**src/rtl/uart_tx_engine.sv**
```systemverilog
// rtl/uart_tx_engine.sv - bus-mapped UART transmitter; UART_TX_FIFO_EN selects FIFO_DEPTH queue vs single holding register

module uart_tx_fifo #(
    parameter int DEPTH = 8
) (
    input  logic       clk,
    input  logic       rst,
    input  logic       flush,
    input  logic       in_tvalid,
    input  logic [7:0] in_tdata,
    output logic       in_tready,
    output logic       out_tvalid,
    output logic [7:0] out_tdata,
    input  logic       out_tready,
    output logic       full
);
    logic pop_ok;
    logic push_ok;

    // A pop in the same cycle frees a slot, so a push into a full queue still lands.
    assign pop_ok    = out_tready & out_tvalid;
    assign in_tready = ~full | pop_ok;
    assign push_ok   = in_tvalid & in_tready;

    always_ff @(posedge clk) begin
        if (!rst) begin
            assert (DEPTH >= 2 && (DEPTH & (DEPTH - 1)) == 0);
        end
    end

`ifdef UART_TX_FIFO_EN
    localparam int AW = $clog2(DEPTH);

    logic [7:0]    mem [DEPTH];
    logic [AW-1:0] wr_ptr;
    logic [AW-1:0] rd_ptr;
    logic [AW:0]   count;

    assign full       = (count == (AW+1)'(DEPTH));
    assign out_tvalid = (count != '0);
    assign out_tdata  = mem[rd_ptr];

    always_ff @(posedge clk) begin
        if (rst || flush) begin
            wr_ptr <= '0;
            rd_ptr <= '0;
            count  <= '0;
        end else begin
            if (push_ok) wr_ptr <= wr_ptr + 1'b1;
            if (pop_ok)  rd_ptr <= rd_ptr + 1'b1;
            case ({push_ok, pop_ok})
                2'b10:   count <= count + 1'b1;
                2'b01:   count <= count - 1'b1;
                default: count <= count;
            endcase
        end
    end

    always_ff @(posedge clk) begin
        if (push_ok) mem[wr_ptr] <= in_tdata;
    end
`else
    logic [7:0] hold;
    logic       hold_valid;

    assign full       = hold_valid;
    assign out_tvalid = hold_valid;
    assign out_tdata  = hold;

    always_ff @(posedge clk) begin
        if (rst || flush) begin
            hold_valid <= 1'b0;
        end else if (push_ok) begin
            hold_valid <= 1'b1;
        end else if (pop_ok) begin
            hold_valid <= 1'b0;
        end
    end

    always_ff @(posedge clk) begin
        if (push_ok) hold <= in_tdata;
    end
`endif
endmodule

module uart_tx_engine #(
    parameter int CLK_FREQ   = 50_000_000,
    parameter int UART_BAUD  = 115200,
    parameter int FIFO_DEPTH = 8
) (
    input  logic        clk,
    input  logic        rst,
    input  logic        wb_stb,
    input  logic        wb_we,
    input  logic [7:0]  wb_addr,
    input  logic [31:0] wb_dat_i,
    output logic [31:0] wb_dat_o,
    output logic        wb_ack,
    output logic        uart_tx,
    output logic        irq
);
    localparam logic [15:0] BAUD_RESET = 16'(CLK_FREQ / UART_BAUD);
    localparam logic [15:0] BAUD_MIN   = 16'd16;

    typedef enum logic [1:0] {S_IDLE, S_START, S_DATA, S_STOP} state_t;

    state_t      state;
    state_t      state_next;
    logic        tx_en;
    logic        irq_en;
    logic        overflow;
    logic [15:0] baud_div;
    logic [15:0] bit_div;
    logic [15:0] bit_cnt;
    logic [2:0]  bit_idx;
    logic [7:0]  shreg;
    logic        bus_cyc;
    logic        fifo_push;
    logic        fifo_flush;
    logic        fifo_in_tready;
    logic        fifo_out_tvalid;
    logic [7:0]  fifo_out_tdata;
    logic        fifo_full;
    logic        fifo_empty;
    logic        load_frame;
    logic        bit_end;
    logic        busy;
    logic        unused_ok;

    assign bus_cyc    = wb_stb & ~wb_ack;
    assign fifo_push  = bus_cyc & wb_we & (wb_addr == 8'h00);
    assign fifo_flush = bus_cyc & wb_we & (wb_addr == 8'h08) & wb_dat_i[1];
    assign fifo_empty = ~fifo_out_tvalid;
    assign busy       = (state != S_IDLE);
    assign bit_end    = (bit_cnt == bit_div - 16'd1);
    assign unused_ok  = &{1'b0, wb_dat_i[31:16]};

    uart_tx_fifo #(.DEPTH(FIFO_DEPTH)) u_fifo (
        .clk        (clk),
        .rst        (rst),
        .flush      (fifo_flush),
        .in_tvalid  (fifo_push),
        .in_tdata   (wb_dat_i[7:0]),
        .in_tready  (fifo_in_tready),
        .out_tvalid (fifo_out_tvalid),
        .out_tdata  (fifo_out_tdata),
        .out_tready (load_frame),
        .full       (fifo_full)
    );

    always_ff @(posedge clk) begin
        if (rst) begin
            wb_ack   <= 1'b0;
            wb_dat_o <= '0;
            tx_en    <= 1'b1;
            irq_en   <= 1'b0;
            overflow <= 1'b0;
            baud_div <= BAUD_RESET;
        end else begin
            wb_ack   <= bus_cyc;
            wb_dat_o <= '0;
            if (fifo_push && !fifo_in_tready) overflow <= 1'b1;
            if (bus_cyc && wb_we) begin
                case (wb_addr)
                    8'h08: begin
                        tx_en  <= wb_dat_i[0];
                        irq_en <= wb_dat_i[2];
                    end
                    8'h0C: baud_div <= (wb_dat_i[15:0] < BAUD_MIN) ? BAUD_MIN : wb_dat_i[15:0];
                    default: ;
                endcase
            end else if (bus_cyc) begin
                case (wb_addr)
                    8'h04: begin
                        wb_dat_o <= {28'd0, overflow, fifo_empty, fifo_full, busy};
                        overflow <= 1'b0;
                    end
                    8'h08:   wb_dat_o <= {29'd0, irq_en, 1'b0, tx_en};
                    8'h0C:   wb_dat_o <= {16'd0, baud_div};
                    default: wb_dat_o <= '0;
                endcase
            end
        end
    end

    always_ff @(posedge clk) begin
        if (rst) state <= S_IDLE;
        else     state <= state_next;
    end

    always_comb begin
        state_next = state;
        load_frame = 1'b0;
        uart_tx    = 1'b1;
        case (state)
            S_IDLE: begin
                if (tx_en && !fifo_empty) begin
                    state_next = S_START;
                    load_frame = 1'b1;
                end
            end
            S_START: begin
                uart_tx = 1'b0;
                if (bit_end) state_next = S_DATA;
            end
            S_DATA: begin
                uart_tx = shreg[0];
                if (bit_end && bit_idx == 3'd7) state_next = S_STOP;
            end
            S_STOP: begin
                if (bit_end) begin
                    if (tx_en && !fifo_empty) begin
                        state_next = S_START;
                        load_frame = 1'b1;
                    end else begin
                        state_next = S_IDLE;
                    end
                end
            end
            default: state_next = S_IDLE;
        endcase
    end

    // bit_div is re-latched at every bit boundary so a BAUD_DIV write never stretches a bit already running.
    always_ff @(posedge clk) begin
        if (rst) begin
            bit_cnt <= '0;
            bit_div <= BAUD_RESET;
            bit_idx <= '0;
            shreg   <= '0;
            irq     <= 1'b0;
        end else begin
            irq <= irq_en & fifo_empty & ~busy;
            if (load_frame) begin
                shreg   <= fifo_out_tdata;
                bit_cnt <= '0;
                bit_div <= baud_div;
                bit_idx <= '0;
            end else if (busy) begin
                if (bit_end) begin
                    bit_cnt <= '0;
                    bit_div <= baud_div;
                    if (state == S_DATA) begin
                        shreg   <= shreg >> 1;
                        bit_idx <= bit_idx + 3'd1;
                    end
                end else begin
                    bit_cnt <= bit_cnt + 16'd1;
                end
            end
        end
    end
endmodule

```
**config.mk**
```make
export PLATFORM = sky130hd
export DESIGN_NAME = uart_tx_engine
export DESIGN_NICKNAME = d
export VERILOG_FILES = /design/src/rtl/uart_tx_engine.sv
export SDC_FILE = /design/constraint.sdc
export NUM_CORES = 1
export LEC_CHECK = 0
export ABC_AREA = 0
export BUFFER_PORTS_ARGS = -buffer_cell sky130_fd_sc_hd__buf_4
export CAP_MARGIN = 30
export CORE_ASPECT_RATIO = 0.75
export CORE_MARGIN = 8
export CORE_UTILIZATION = 60
export DETAILED_ROUTE_END_ITERATION = 8
export PLACE_DENSITY = 0.84
export SYNTH_ARGS = -nofsm -noshare
export SYNTH_HDL_FRONTEND = slang
export SYNTH_SLANG_ARGS = --single-unit
```
**constraint.sdc**
```tcl
create_clock -name clk -period 9 [get_ports clk]
set_clock_uncertainty 0.2 [all_clocks]
set_input_delay 1.35 -clock clk [delete_from_list [all_inputs] [get_ports clk]]
set_output_delay 1.35 -clock clk [all_outputs]
set_load 0.05 [all_outputs]
```
==> results of run 1 <==
logic make-up (layout without fill, tap and decap cells):
logic type / count (synthesis) / after routing
xor+xnor: 30 / 30
other cells: 1 / 16
simple gates: 195 / 195
compound gates: 66 / 66
mux: 31 / 31
flops: 91 / 91
buf+inv: 54 / 77
fa+ha+maj: 8 / 8
Yosys cell counts (3+ instances only):
| cell | instances | area (µm²) |
|---|---|---|
| and3_1 | 4 | 25.0 |
| dfxtp_1 | 83 | 1660 |
| and2_1 | 13 | 81.3 |
| buf_2 | 4 | 20.0 |
| or4_1 | 3 | 22.5 |
| inv_1 | 15 | 56.3 |
| mux2i_1 | 31 | 310 |
| ha_1 | 8 | 100 |
| o21ai_0 | 11 | 55.1 |
| buf_4 | 18 | 135 |
| nand2_1 | 52 | 195 |
| xnor2_1 | 16 | 140 |
| a21oi_1 | 28 | 140 |
| nor4_1 | 8 | 50.1 |
| or2_2 | 3 | 18.8 |
| nor2b_1 | 5 | 31.3 |
| nand3_1 | 22 | 110 |
| o22ai_1 | 5 | 31.3 |
| clkbuf_1 | 13 | 48.8 |
| nor2_1 | 42 | 158 |
| edfxtp_1 | 8 | 240 |
| nor4_4 | 3 | 63.8 |
| nor3_1 | 17 | 85.1 |
| xor2_1 | 14 | 123 |
| nand4_1 | 5 | 31.3 |
worst paths after layout:
| kind | start | endpoint | slack (ns) |
|---|---|---|---|
| hold reg to reg | baud_div[10] | baud_div[10] | 0.27 |
| hold / removal | baud_div[10] | baud_div[10] | 0.27 |
| setup / recovery | bit_div[0] | bit_cnt[15] | 4.95 |
| setup reg to reg | bit_div[0] | bit_cnt[15] | 4.95 |
power by group:
group          switching, W  total (W)  leakage [nW]  internal [W]
sequential       0.00000115   0.000410         0.741      0.000409
clock              0.000151   0.000300         0.111      0.000149
combinational     0.0000318  0.0000444          1.06     0.0000126
critical path, delay by kind of cell (launching register included):
kind / cells / cell delay [ns]
AOI/OAI and AO/OA: 2 / 1.24
adders and majority gates: 1 / 0.25
buffers and inverters: 1 / 0.08
DFF: 1 / 0.38
and+or+nand+nor: 6 / 1.77
stage by stage:
stage / total power (W) / cell area (µm²)
6_report: 0.000755 / 4870
3_3_place_gp: 0.000462 / 4650
5_1_grt: 0.000776 / 4870
2_1_floorplan: 0.000454 / 4430
4_1_cts: 0.000755 / 4870
3_5_place_dp: 0.000463 / 4650
cell type report:
| type | count | area, µm² | share of cell area [%] |
|---|---|---|---|
| Timing Repair Buffer | 46 | 345 | 7.09 |
| Multi-Input combinational cell | 346 | 2220 | 45.6 |
| Clock inverter | 5 | 67.6 | 1.39 |
| Inverter | 15 | 56.3 | 1.16 |
| Sequential cell | 91 | 1900 | 39.0 |
| Clock buffer | 11 | 153 | 3.13 |
| Tap cell | 101 | 126 | 2.59 |
metal layers:
layer	vias up	routed length (µm)
met5	-	0
met2	107	4480
li1	1686	-
met4	0	67
met1	1612	4610
met3	8	734
registers in the layout, indices dropped and copies added (netlist names):
signal and count:
bit_div 16, state 2, bit_idx 3, irq 1, wb_ack 1, tx_en 1
u_fifo.full 1, irq_en 1, bit_cnt 16, overflow 1, wb_dat_o 16, u_fifo.out_tdata 8
baud_div 16, shreg 8
layout by cell type, fill, tap and decap left out, types with 15 or more instances in the layout:
cell,count
nand2_1,52
buf_4,46
nand3_1,22
nor3_1,17
a21oi_1,28
inv_1,15
mux2i_1,31
dfxtp_1,83
conb_1,16
xnor2_1,16
nor2_1,42
==> out/summary.txt, run 1 <==
Outcome = finished clean
Vias = 3413
CORE AREA = 7200 µm²
CP cell instances = inv_1 -> ha_1 -> nor4b_4 -> nand2_1 -> o311ai_1 -> nor2_1 -> nor4_4 -> a21o_1 -> nand2b_2 -> nor2_1
Synth cell types = 60
Pre-CTS setup slack = 4.97 ns
Crit path time final = 4.05 ns
Clk sink count = 91
Met3 usage = 6.48%
Iteration-0 DRC Markers = 174
Worst-path maximum fanout = 18
Fin nets = 561
Compound-gate portion of the synthesized area = 10.2%
Largest net degree at the start of global routing = 36
Reg clk slew, reported paths = 0.09 ns
Simple-gate share of the synthesized area = 23.9%
Area delta synth->final = 11.5%
Mux share of post-synthesis cell area = 7.10%
DR pass1 iterations = 5
Ys flop type = dfxtp_1
Max incr delay on CP = 0.77 ns
# DRC = 0
Number of synthesized flops with an enable pin = 8
Antenna violations before repair = 0
Aggregate global-route resource usage = 19.3%
Number of gates resized after cts = 0
Crit-path slowest cell = a21o_1
RSZ-0062 raised after global routing = false
Post-Synth XOR/XNOR Area = 6.01%
Effective utilization at floorplan = 60.7%
Total congestion overflow = 0
Drt wl/cell = 16.1 µm
WHS Path Cells = 2
Root Buffer = clkbuf_8
Peak VDD IR = 0.117 mV
Mapped Area = 4370 µm²
Worst setup EP type = flip-flop
Maxcap violations = 0
First-pass GRT wire length = 16100 µm
Least-Margin Pin Slew = 1.01 ns
CTS Hold Bufs = 0
Share of layout cells above drive strength 1 = 15.2%
Row Count = 27
# IOs = 79
GRT met2 Usage = 29.5%
H-tree Lvls = 3
Critical Path Start Type = flip-flop
Post-CTS Setup Bufs = 0
Port bufs = 46
Post-layout worst setup margin = 4.95 ns
Estimated wirelength of the detail-placed design = 7230 µm
Hold WC Path Type = reg -> reg
Die height = 89.9 µm
# setup viols final = 0
RD Place Congestion = 0.869
Total leakage power = 1.91 nW
Total wire length = 9900 µm
Mapped Avg Cell Area = 9.18 µm²
Pwr Density = 155 nW/µm²
Vias in the first global route = 3309
WHS = 0.274 ns
CTS tree = yes
N_diodes = 0
WP data required = 9.04 ns
Max Fclk = 0.247 GHz
Num CTS Buffers = 9
Setup TNS = 0 ns
Critical Path AT = 4.09 ns
Sequential-to-total area share from yosys stat = 43.5%
GR Util met1 = 25.7%
Post-Synth Adder-Cell Area = 2.29%
Syn. warnings = 0
Filler Cell Count = 576
Tcrit/Tclk final = 45.0%
Die footprint = 10300 µm²
Slew headroom = 32.5%
Worst-case clock buffer depth = 2
Yosys reg bits = 91
Post-layout util = 67.7%
Top cell by count, worst path = nor2_1
Final non-filler cell total = 615
Largest family of logic cells by synthesized area = simple AND/OR/NAND/NOR gates
Clk_lat worst skew = 0.37 ns
Post-placement cell count = 599
Slew Viols, Final = 0
Vias per inst = 5.55
Setup CP Type = reg -> reg
Most used routing layer = met2
Cells after Synth = 476
Die width = 115 µm
DRT antenna net count = 0
R2R depth = 10
Async SR Flop Fraction = 0%
Final Hold Fails = 0
No activity file was read; power rests on OpenSTA's default activity.
==> inputs of run 2 (changes only) <==
CORE_UTILIZATION = 50   (was 60)
PLACE_DENSITY = 0.75   (was 0.84)
clock period = 3.35 ns   (was 9 ns; I/O delays follow)
==> run 2 against run 1 <==
- flip-flop and latch count did not move
- register-to-register slack got worse by 4.8 ns
- via count increased by 0.32%
- setup slack got worse by 4.8 ns
- core utilization fell by 7.8 points
- total power increased to 2.9 times the previous value
- first-iteration DRC count grew 2.9%
- global-route usage down 2.2 points
- worst hold slack got worse by 0.12 ns
==> out/summary.txt, run 2 (synthesis results as in run 1) <==
Outcome = finished clean
Total wire length = 9980 µm
Vias = 3424
Worst-path maximum fanout = 7
Clk sink count = 91
Crit-path slowest cell = or4_1
Vias in the first global route = 3324
Root Buffer = clkbuf_16
Most frequent cells in the layout = dfxtp_1 (83), buf_4 (60), nand2_1 (52)
Critical path buffers and inverters = 3
Iteration-0 DRC Markers = 179
Port bufs = 46
Worst setup EP type = flip-flop
Fin nets = 576
Effective utilization at floorplan = 51.5%
Top cell by count, worst path = buf_4
Max layer used = met4
Total leakage power = 2.02 nW
RSZ-0062 raised after global routing = false
Crit path time final = 3.20 ns
Peak VDD IR = 0.325 mV
Estimated wirelength of the detail-placed design = 7370 µm
WP data required = 3.39 ns
# IOs = 79
Die height = 97.0 µm
Die width = 124 µm
DR pass1 iterations = 4
Pwr Density = 431 nW/µm²
Least-Margin Pin Slew = 0.689 ns
Largest net degree at the start of global routing = 36
CORE AREA = 8490 µm²
Final Hold Fails = 0
Antenna violations before repair = 0
# DRC = 0
Worst-case clock buffer depth = 2
DRT antenna net count = 0
Area delta synth->final = 16.3%
Max incr delay on CP = 0.49 ns
Drt wl/cell = 15.7 µm
Met2 Routed Length = 4340 µm
H-tree Lvls = 3
Most common cell after layout, fill and taps aside = dfxtp_1
Slew Viols, Final = 0
Met3 routed WL = 625 µm
Setup CP Type = reg -> reg
Critical Path Start Type = flip-flop
Vias per inst = 5.38
# setup viols final = 0
Tcrit/Tclk final = 95.4%
N_diodes = 0
CTS Hold Bufs = 0
CTS tree = yes
M1 WL = 4880 µm
Reg clk slew, reported paths = 0.06 ns
Clk_lat worst skew = 0.34 ns
Num CTS Buffers = 9
Row Count = 29
Hold WC Path Type = in -> reg
Maxcap violations = 0
CP cell instances = inv_1 -> ha_1 -> nor4b_4 -> buf_4 -> xor2_1 -> and4b_1 -> o221ai_2 -> nor4_4 -> buf_4 -> a21boi_2 -> or4_1 -> o211a_1
First-pass GRT wire length = 16500 µm
Share of layout cells above drive strength 1 = 17.8%
Critical Path AT = 3.23 ns
Total congestion overflow = 0
Slew headroom = 54.0%
Aggregate global-route resource usage = 17.2%
RD Place Congestion = 0.866
Critical path's top delay family = simple AND/OR/NAND/NOR gates
Max Fclk = 0.313 GHz
WHS = 0.158 ns
Setup TNS = 0 ns
Die footprint = 12000 µm²
-- run 2: cell count changes in the layout (fill, tap and decap cells not counted) --
cell | previous run | this run
buf_4 | 46 | 60
clkbuf_16 | 1 | 9
clkbuf_8 | 9 | 2
a21o_1 | 1 | 0
a21o_4 | 0 | 1
buf_12 | 0 | 1
bufinv_16 | 1 | 0
clkinv_2 | 0 | 1
inv_6 | 1 | 0
-- run 2: path summary, 6_finish.rpt --
kind / from / endpoint / slack [ns] / depth (start not counted)
setup / recovery: bit_div[1] / state[0] / 0.15 / 12
hold reg to reg: baud_div[11] / baud_div[11] / 0.28 / 2
hold / removal: wb_dat_i[3] / u_fifo.out_tdata[3] / 0.16 / 1
setup reg to reg: bit_div[1] / state[0] / 0.15 / 12
-- run 2: final cells by class --
| cell class | instances | area, µm² |
|---|---|---|
| well taps | 108 | 135 |
| flip-flops and latches | 91 | 1900 |
| clock inverters | 4 | 33.8 |
| multi-input cells | 346 | 2230 |
| inverters | 15 | 56.3 |
| fillers | 759 | 3410 |
| repair buffers | 61 | 470 |
| clock buffers | 12 | 256 |
-- run 2: worst register-to-register path, delay by kind of cell, from the launching register on --
family	cells	cell delay [ns]
AOI/OAI and AO/OA	3	0.33
xor gates and xnor gates	1	0.12
and+or+nand+nor	4	1.38
buffers and inverters	3	0.48
adders and majority gates	1	0.24
DFF	1	0.34
-- run 2: through the flow --
stage | cells | worst slack (ns) | util [%] | cell area (µm²) | power [W]
CTS | 636 | 0.154 | 59.7 | 5070 | 0.00221
global placement | 620 | 0.177 | 56.3 | 4780 | 0.00124
floorplan | 491 | 0.00141 | - | 4430 | 0.00122
finish | 637 | 0.153 | 59.9 | 5080 | 0.00219
detailed placement | 620 | 0.205 | 56.3 | 4780 | 0.00124
global route | 637 | 0.0229 | 59.9 | 5080 | 0.00226
-- run 2: metal layers --
metal  track usage [%]  vias up
met1              23.8     1586
met5                 0        -
met2              24.6       99
li1                  -     1727
met3              5.17       12
met4              5.66        0
-- run 2: where the power goes --
| part | switching, W | total, W | leakage, nW | internal [W] |
|---|---|---|---|---|
| registers | 0.00000311 | 0.00110 | 0.741 | 0.00110 |
| clock network | 0.000420 | 0.000970 | 0.145 | 0.000550 |
| logic | 0.0000860 | 0.000120 | 1.13 | 0.0000341 |
-- run 2: repair_timing --
item                                    4_1_cts  5_1_grt
gates resized for setup                       0        1
buffers inserted                              0        1
endpoints found under the setup margin        0       32
